===== config.mk =====
export PLATFORM = sky130hd
export DESIGN_NAME = dcm_prog_ctrl_flat
export DESIGN_NICKNAME = d
export VERILOG_FILES = /design/src/rtl/dcm_prog_ctrl_if.sv /design/src/rtl/dcm_prog_ctrl.sv /design/src/flat_wrapper.sv
export SDC_FILE = /design/constraint.sdc
export NUM_CORES = 1
export LEC_CHECK = 0
export CORE_ASPECT_RATIO = 1.5
export CORE_MARGIN = 4
export CORE_UTILIZATION = 51
export CTS_CLUSTER_SIZE = 12
export DETAILED_ROUTE_END_ITERATION = 10
export PLACE_DENSITY = 0.72
export SKIP_CTS_REPAIR_TIMING = 1
export SYNTH_ARGS = -nofsm -noshare
export SYNTH_HDL_FRONTEND = slang
export SYNTH_SLANG_ARGS = --single-unit

===== constraint.sdc =====
create_clock -name clk -period 1.9 [get_ports clk]
set_clock_uncertainty 0.05 [all_clocks]
set_input_delay 0.19 -clock clk [delete_from_list [all_inputs] [get_ports clk]]
set_output_delay 0.19 -clock clk [all_outputs]
set_load 0.005 [all_outputs]

===== src/rtl/dcm_prog_ctrl_if.sv =====
// Operator/clock-manager signal bundle for the programming-port front end.
interface dcm_prog_ctrl_if;
  logic       btn_update;
  logic [2:0] sw_prog;
  logic [2:0] prog_out_fb;
  logic [2:0] prog_in;
  logic       update;
  logic       busy;
  logic       done;
  logic       error;

  modport master (
    output btn_update, sw_prog, prog_out_fb,
    input  prog_in, update, busy, done, error
  );

  modport slave (
    input  btn_update, sw_prog, prog_out_fb,
    output prog_in, update, busy, done, error
  );
endinterface


===== src/rtl/dcm_prog_ctrl.sv =====
// Debounced "apply" button front end: latches the rate switches, pulses update
// to the clock manager, then checks prog_out for a match or times out.
module dcm_prog_ctrl #(
  parameter int unsigned DEBOUNCE_CYCLES = 1000000,
  parameter int unsigned ACK_TIMEOUT     = 16
) (
  input  logic            clk,
  input  logic            rst,
  dcm_prog_ctrl_if.slave  bus
);

  localparam int unsigned DB_W = (DEBOUNCE_CYCLES > 2) ? $clog2(DEBOUNCE_CYCLES) : 1;
  localparam int unsigned TO_W = (ACK_TIMEOUT > 2) ? $clog2(ACK_TIMEOUT) : 1;
  localparam logic [DB_W-1:0] DB_LAST = DB_W'(DEBOUNCE_CYCLES - 1);
  localparam logic [TO_W-1:0] TO_LAST = TO_W'(ACK_TIMEOUT - 1);

  typedef enum logic [2:0] {
    S_IDLE, S_LOAD, S_PULSE, S_CHECK, S_WAIT_REL
  } state_e;

  logic            btn_meta_q, btn_sync_q;
  logic [2:0]      sw_meta_q, sw_sync_q;
  logic            btn_db_q, btn_db_d;
  logic            btn_db_prev_q;
  logic            armed_q, armed_d;
  logic [DB_W-1:0] db_cnt_q, db_cnt_d;
  logic [TO_W-1:0] to_cnt_q, to_cnt_d;
  state_e          state_q, state_d;
  logic [2:0]      prog_in_q, prog_in_d;
  logic            update_q, update_d;
  logic            done_q, done_d;
  logic            error_q, error_d;
  logic            db_ref;
  logic            press;
  logic            fb_match;

  // Until a qualified low has been seen since reset, the debouncer hunts for a
  // stable release instead of a press, so a button held through reset cannot
  // produce a btn_db rise.
  always_comb begin
    btn_db_d = btn_db_q;
    armed_d  = armed_q;
    db_cnt_d = db_cnt_q;
    db_ref   = armed_q ? btn_db_q : 1'b1;
    if (btn_sync_q == db_ref) begin
      db_cnt_d = '0;
    end else if (db_cnt_q == DB_LAST) begin
      db_cnt_d = '0;
      if (armed_q) btn_db_d = btn_sync_q;
      else         armed_d  = 1'b1;
    end else begin
      db_cnt_d = db_cnt_q + DB_W'(1);
    end
  end

  assign press    = btn_db_q & ~btn_db_prev_q;
  assign fb_match = (bus.prog_out_fb == prog_in_q);

  // Next-state and registered-output logic.
  always_comb begin
    state_d   = state_q;
    prog_in_d = prog_in_q;
    update_d  = 1'b0;
    done_d    = 1'b0;
    error_d   = error_q;
    to_cnt_d  = to_cnt_q;
    case (state_q)
      S_IDLE: begin
        if (press) state_d = S_LOAD;
      end
      S_LOAD: begin
        prog_in_d = sw_sync_q;
        state_d   = S_PULSE;
      end
      S_PULSE: begin
        update_d = 1'b1;
        to_cnt_d = '0;
        state_d  = S_CHECK;
      end
      S_CHECK: begin
        to_cnt_d = to_cnt_q + TO_W'(1);
        if (fb_match) begin
          done_d  = 1'b1;
          error_d = 1'b0;
          state_d = S_WAIT_REL;
        end else if (to_cnt_q == TO_LAST) begin
          error_d = 1'b1;
          state_d = S_WAIT_REL;
        end
      end
      S_WAIT_REL: begin
        if (!btn_db_q) state_d = S_IDLE;
      end
      default: state_d = S_IDLE;
    endcase
  end

  always_ff @(posedge clk or posedge rst) begin
    if (rst) begin
      btn_meta_q    <= 1'b0;
      btn_sync_q    <= 1'b0;
      sw_meta_q     <= 3'b000;
      sw_sync_q     <= 3'b000;
      btn_db_q      <= 1'b0;
      btn_db_prev_q <= 1'b0;
      armed_q       <= 1'b0;
      db_cnt_q      <= '0;
      to_cnt_q      <= '0;
      state_q       <= S_IDLE;
      prog_in_q     <= 3'b000;
      update_q      <= 1'b0;
      done_q        <= 1'b0;
      error_q       <= 1'b0;
    end else begin
      btn_meta_q    <= bus.btn_update;
      btn_sync_q    <= btn_meta_q;
      sw_meta_q     <= bus.sw_prog;
      sw_sync_q     <= sw_meta_q;
      btn_db_q      <= btn_db_d;
      btn_db_prev_q <= btn_db_q;
      armed_q       <= armed_d;
      db_cnt_q      <= db_cnt_d;
      to_cnt_q      <= to_cnt_d;
      state_q       <= state_d;
      prog_in_q     <= prog_in_d;
      update_q      <= update_d;
      done_q        <= done_d;
      error_q       <= error_d;
    end
  end

  assign bus.prog_in = prog_in_q;
  assign bus.update  = update_q;
  assign bus.done    = done_q;
  assign bus.error   = error_q;
  assign bus.busy    = (state_q != S_IDLE);

endmodule

===== src/flat_wrapper.sv =====
// flat-port wrapper written by rule: the top's interface ports become plain ports
module dcm_prog_ctrl_flat 
#(
  parameter int unsigned DEBOUNCE_CYCLES = 1000000,
  parameter int unsigned ACK_TIMEOUT     = 16
)
  (clk, rst, bus_btn_update, bus_sw_prog, bus_prog_out_fb, bus_prog_in, bus_update, bus_busy, bus_done, bus_error);
  dcm_prog_ctrl_if bus_i ();
  input  logic clk;
  input  logic rst;
  input wire logic [$bits(bus_i.btn_update)-1:0] bus_btn_update;
  input wire logic [$bits(bus_i.sw_prog)-1:0] bus_sw_prog;
  input wire logic [$bits(bus_i.prog_out_fb)-1:0] bus_prog_out_fb;
  output wire logic [$bits(bus_i.prog_in)-1:0] bus_prog_in;
  output wire logic [$bits(bus_i.update)-1:0] bus_update;
  output wire logic [$bits(bus_i.busy)-1:0] bus_busy;
  output wire logic [$bits(bus_i.done)-1:0] bus_done;
  output wire logic [$bits(bus_i.error)-1:0] bus_error;
  assign bus_i.btn_update = bus_btn_update;
  assign bus_i.sw_prog = bus_sw_prog;
  assign bus_i.prog_out_fb = bus_prog_out_fb;
  assign bus_prog_in = bus_i.prog_in;
  assign bus_update = bus_i.update;
  assign bus_busy = bus_i.busy;
  assign bus_done = bus_i.done;
  assign bus_error = bus_i.error;
  dcm_prog_ctrl #(.DEBOUNCE_CYCLES(DEBOUNCE_CYCLES), .ACK_TIMEOUT(ACK_TIMEOUT)) u_core (.clk(clk), .rst(rst), .bus(bus_i));
endmodule

==> impl_table.tex <==
\begin{tabular}{lr}
\hline
Metric & Value \\
\hline
\multicolumn{2}{l}{\textbf{GRT}} \\
Wire length of the first global-routing pass & 6630 um \\
Maximum number of pins on one net before global-route repair & 45 \\
All-layer global routing usage & 17.6\% \\
Sum of overflow across all layers after global routing & 0 \\
Vias in the first global route & 1483 \\
Antenna violations before repair & 0 \\
\multicolumn{2}{l}{\textbf{Critical path}} \\
CP Data Arrival Time & 2090 ps \\
Critical path capture point type & flip-flop \\
Launching element type of the critical path & flip-flop \\
Classification of the worst setup path & reg -> reg \\
Maximum fanout along the worst path & 6 \\
WP data required & 2030 ps \\
\multicolumn{2}{l}{\textbf{Synth}} \\
Post-synthesis instance area & 0.00195 sq mm \\
Average instance area after synthesis & 10.7 sq um \\
Fraction of the yosys area taken by sequential cells & 56.4\% \\
Distinct cell type count after synthesis & 38 \\
Post-synth top flop & dfrtp\_1 \\
Count leader, synth & dfrtp\_1 \\
Mapped Nets & 194 \\
Synth Instances & 183 \\
Area fraction of the dominant cell type after synthesis & 56.4\% \\
Share of async-settable or async-resettable flops after synthesis & 100\% \\
Flip-flop and latch count after synthesis & 44 \\
Count of flip-flops with a built-in enable after synthesis & 0 \\
Cell types with the largest area share after synthesis & dfrtp\_1 (56\%), xnor2\_1 (4.0\%), nor2\_1 (3.8\%) \\
Cell types with the highest counts after synthesis & dfrtp\_1 (44), nor2\_1 (20), nand2\_1 (13) \\
Number of warnings reported in the yosys synthesis log & 0 \\
Most area-hungry cell type in the Yosys netlist & dfrtp\_1 \\
\multicolumn{2}{l}{\textbf{Floorplan}} \\
Num rows & 27 \\
Number of primary I/O pins & 16 \\
Die height & 83.8 um \\
Horizontal die dimension & 58.5 um \\
Initial core utilization & 53.0\% \\
Total core area & 0.00368 sq mm \\
Die ar. & 0.00490 sq mm \\
\multicolumn{2}{l}{\textbf{Cells and area}} \\
Layout Nets & 228 \\
Area Overhead vs Synth & 28.4\% \\
Ant diodes & 0 \\
Post-Route Utilization & 68.1\% \\
Share of post-route cells with drive strength above 1 & 24.9\% \\
\multicolumn{2}{l}{\textbf{STA}} \\
\# setup viols final & 21 \\
Setup repair after global routing missed its margin & yes \\
Part of the cycle the worst path needs & 104\% \\
Post-layout worst setup margin & -68.0 ps \\
Final slew viol count & 0 \\
Worst slew margin relative to its limit & 59.2\% \\
Worst slew pin tran & 606 ps \\
Hold slack final & 281 ps \\
Final count of hold timing violations & 0 \\
Period minus WS final & 1970 ps \\
Maximum frequency from static timing analysis & 508 MHz \\
\multicolumn{2}{l}{\textbf{CTS}} \\
Later-pin clock latency in the skew report & 290 ps \\
Clock tree from TritonCTS & yes \\
H-tree depth reported by CTS & 2 \\
Clock-pin slew on the worst setup and hold paths & 80 ps \\
Clk buf depth & 2 \\
Number of clock sinks & 44 \\
Master cell of the clock root buffer & clkbuf\_8 \\
Total clock buffers created by CTS & 5 \\
\multicolumn{2}{l}{\textbf{Placed design}} \\
Post-Place Worst Slack & -27.5 ps \\
Count of input and output buffers & 15 \\
DP Wirelength & 2720 um \\
Placer's final routability congestion estimate & 0.847 \\
\multicolumn{2}{l}{\textbf{Drt}} \\
Wire length per cell & 15.5 um \\
Vias per cell & 5.53 \\
First-iteration detailed-routing DRC count & 76 \\
Length of the first detailed-routing pass in iterations & 4 \\
Post-route ant nets & 0 \\
Detailed-route wire length & 4040 um \\
Routed via count & 1439 \\
Detailed-route DRC error count & 0 \\
\multicolumn{2}{l}{\textbf{Worst hold path}} \\
Worst min path class & in -> async \\
\multicolumn{2}{l}{\textbf{Power and ir drop}} \\
Maximum ir drop on the vdd rail & 0.000742 V \\
Static Leak & 1.05 nW \\
Power per standard cell area & 1020 mW/mm\^{}2 \\
\multicolumn{2}{l}{\textbf{Status}} \\
Violations in the final reports & setup timing \\
Status & complete, but fails checks \\
\multicolumn{2}{l}{\textbf{Run}} \\
Number of maximum-capacitance constraint violations & 0 \\
\hline
\end{tabular}
[layout by cell type (no fill, tap or decap), types with 2 or more instances in the layout]
cell type	count
o31ai_1	3
dfrtp_1	44
nor4_1	2
nor2_2	5
mux2_2	4
nand2_1	13
nor2_1	11
xor2_1	7
nor3_1	3
xnor2_1	9
buf_4	15
or4_1	3
inv_1	8
clkdlybuf4s50_1	15
or4_4	2
clkbuf_8	5
nor2_4	4
nand2b_1	2
a21oi_1	4
a21oi_2	4
a31oi_1	2
bufinv_16	2
nand4_1	6
or3_1	4
nand3_1	10
o21ai_0	6
or2_2	2
nor2b_1	3
[routing by layer]
metal | up-vias | share of wire (%) | track usage, %
li1 | 709 | - | -
met1 | 689 | 38 | 20.7
met2 | 32 | 55 | 29.6
met3 | 9 | 3.2 | 4.49
met4 | 0 | 3.0 | 6.96
met5 | - | 0 | 0
[final cells by class]
type	instances	area, sq um
fill	294	1170
sequential	44	1100
multi-input combinational	125	876
timing repair buffer	33	319
clock buffer	5	68.8
clock inverter	2	60.1
tap	43	53.8
inverter	8	30.0
[report_power, final]
group / internal, mW / switching [mW] / total [mW]
clock network: 0.517 / 0.294 / 0.811
registers: 1.07 / 0.123 / 1.20
logic: 0.300 / 0.257 / 0.557
total: 1.89 / 0.675 / 2.56
[state kept, by name, indices dropped and copies added (netlist names), 3 cells and up]
name	count
u_core.sw_meta_q	3
u_core.to_cnt_q	4
u_core.db_cnt_q	20
u_core.bus.prog_in	3
u_core.sw_sync_q	3
u_core.state_q	3
[path summary, 6_finish.rpt]
kind                                      from                  end  slack, ps  depth (start not counted)
hold reg to reg            u_core.sw_meta_q[1]  u_core.sw_sync_q[1]        300                          0
max in group asynchronous                  rst   u_core.to_cnt_q[1]       1160                          3
setup reg to reg           u_core.db_cnt_q[11]  u_core.db_cnt_q[19]        -70                          5
min in group clk                bus_sw_prog[0]  u_core.sw_meta_q[0]        280                          1
setup / recovery           u_core.db_cnt_q[11]  u_core.db_cnt_q[19]        -70                          5
hold / removal                             rst  u_core.sw_sync_q[0]        280                          3
[cell families after synthesis]
family	Yosys count	synth area share (%)
and+or+nand+nor	78	21.7
muxes	5	2.82
AOI/OAI and AO/OA	24	7.75
adders and majority gates	2	1.28
xor gates and xnor gates	16	7.18
DFF	44	56.4
buffers and inverters	14	2.95
[stage by stage]
stage               instance area, sq um  std cells  power [mW]  TNS [ps]
finish                              2510        260        2.56     -1080
global route                        2510        260        2.71     -1910
CTS                                 2400        258        2.57      -541
global placement                    2270        251        1.73    -0.470
detailed placement                  2270        251        1.77      -259
floorplan                           1980        183        1.52     -24.0
[worst max-delay path, stage by stage (launching register included)]
cell	delay (ps)
dfrtp_1	420
or4b_4	560
nor4_4	370
a31o_4	250
clkbuf_16	160
a21oi_1	40
Note: power is estimated with default switching activity, not from simulation.
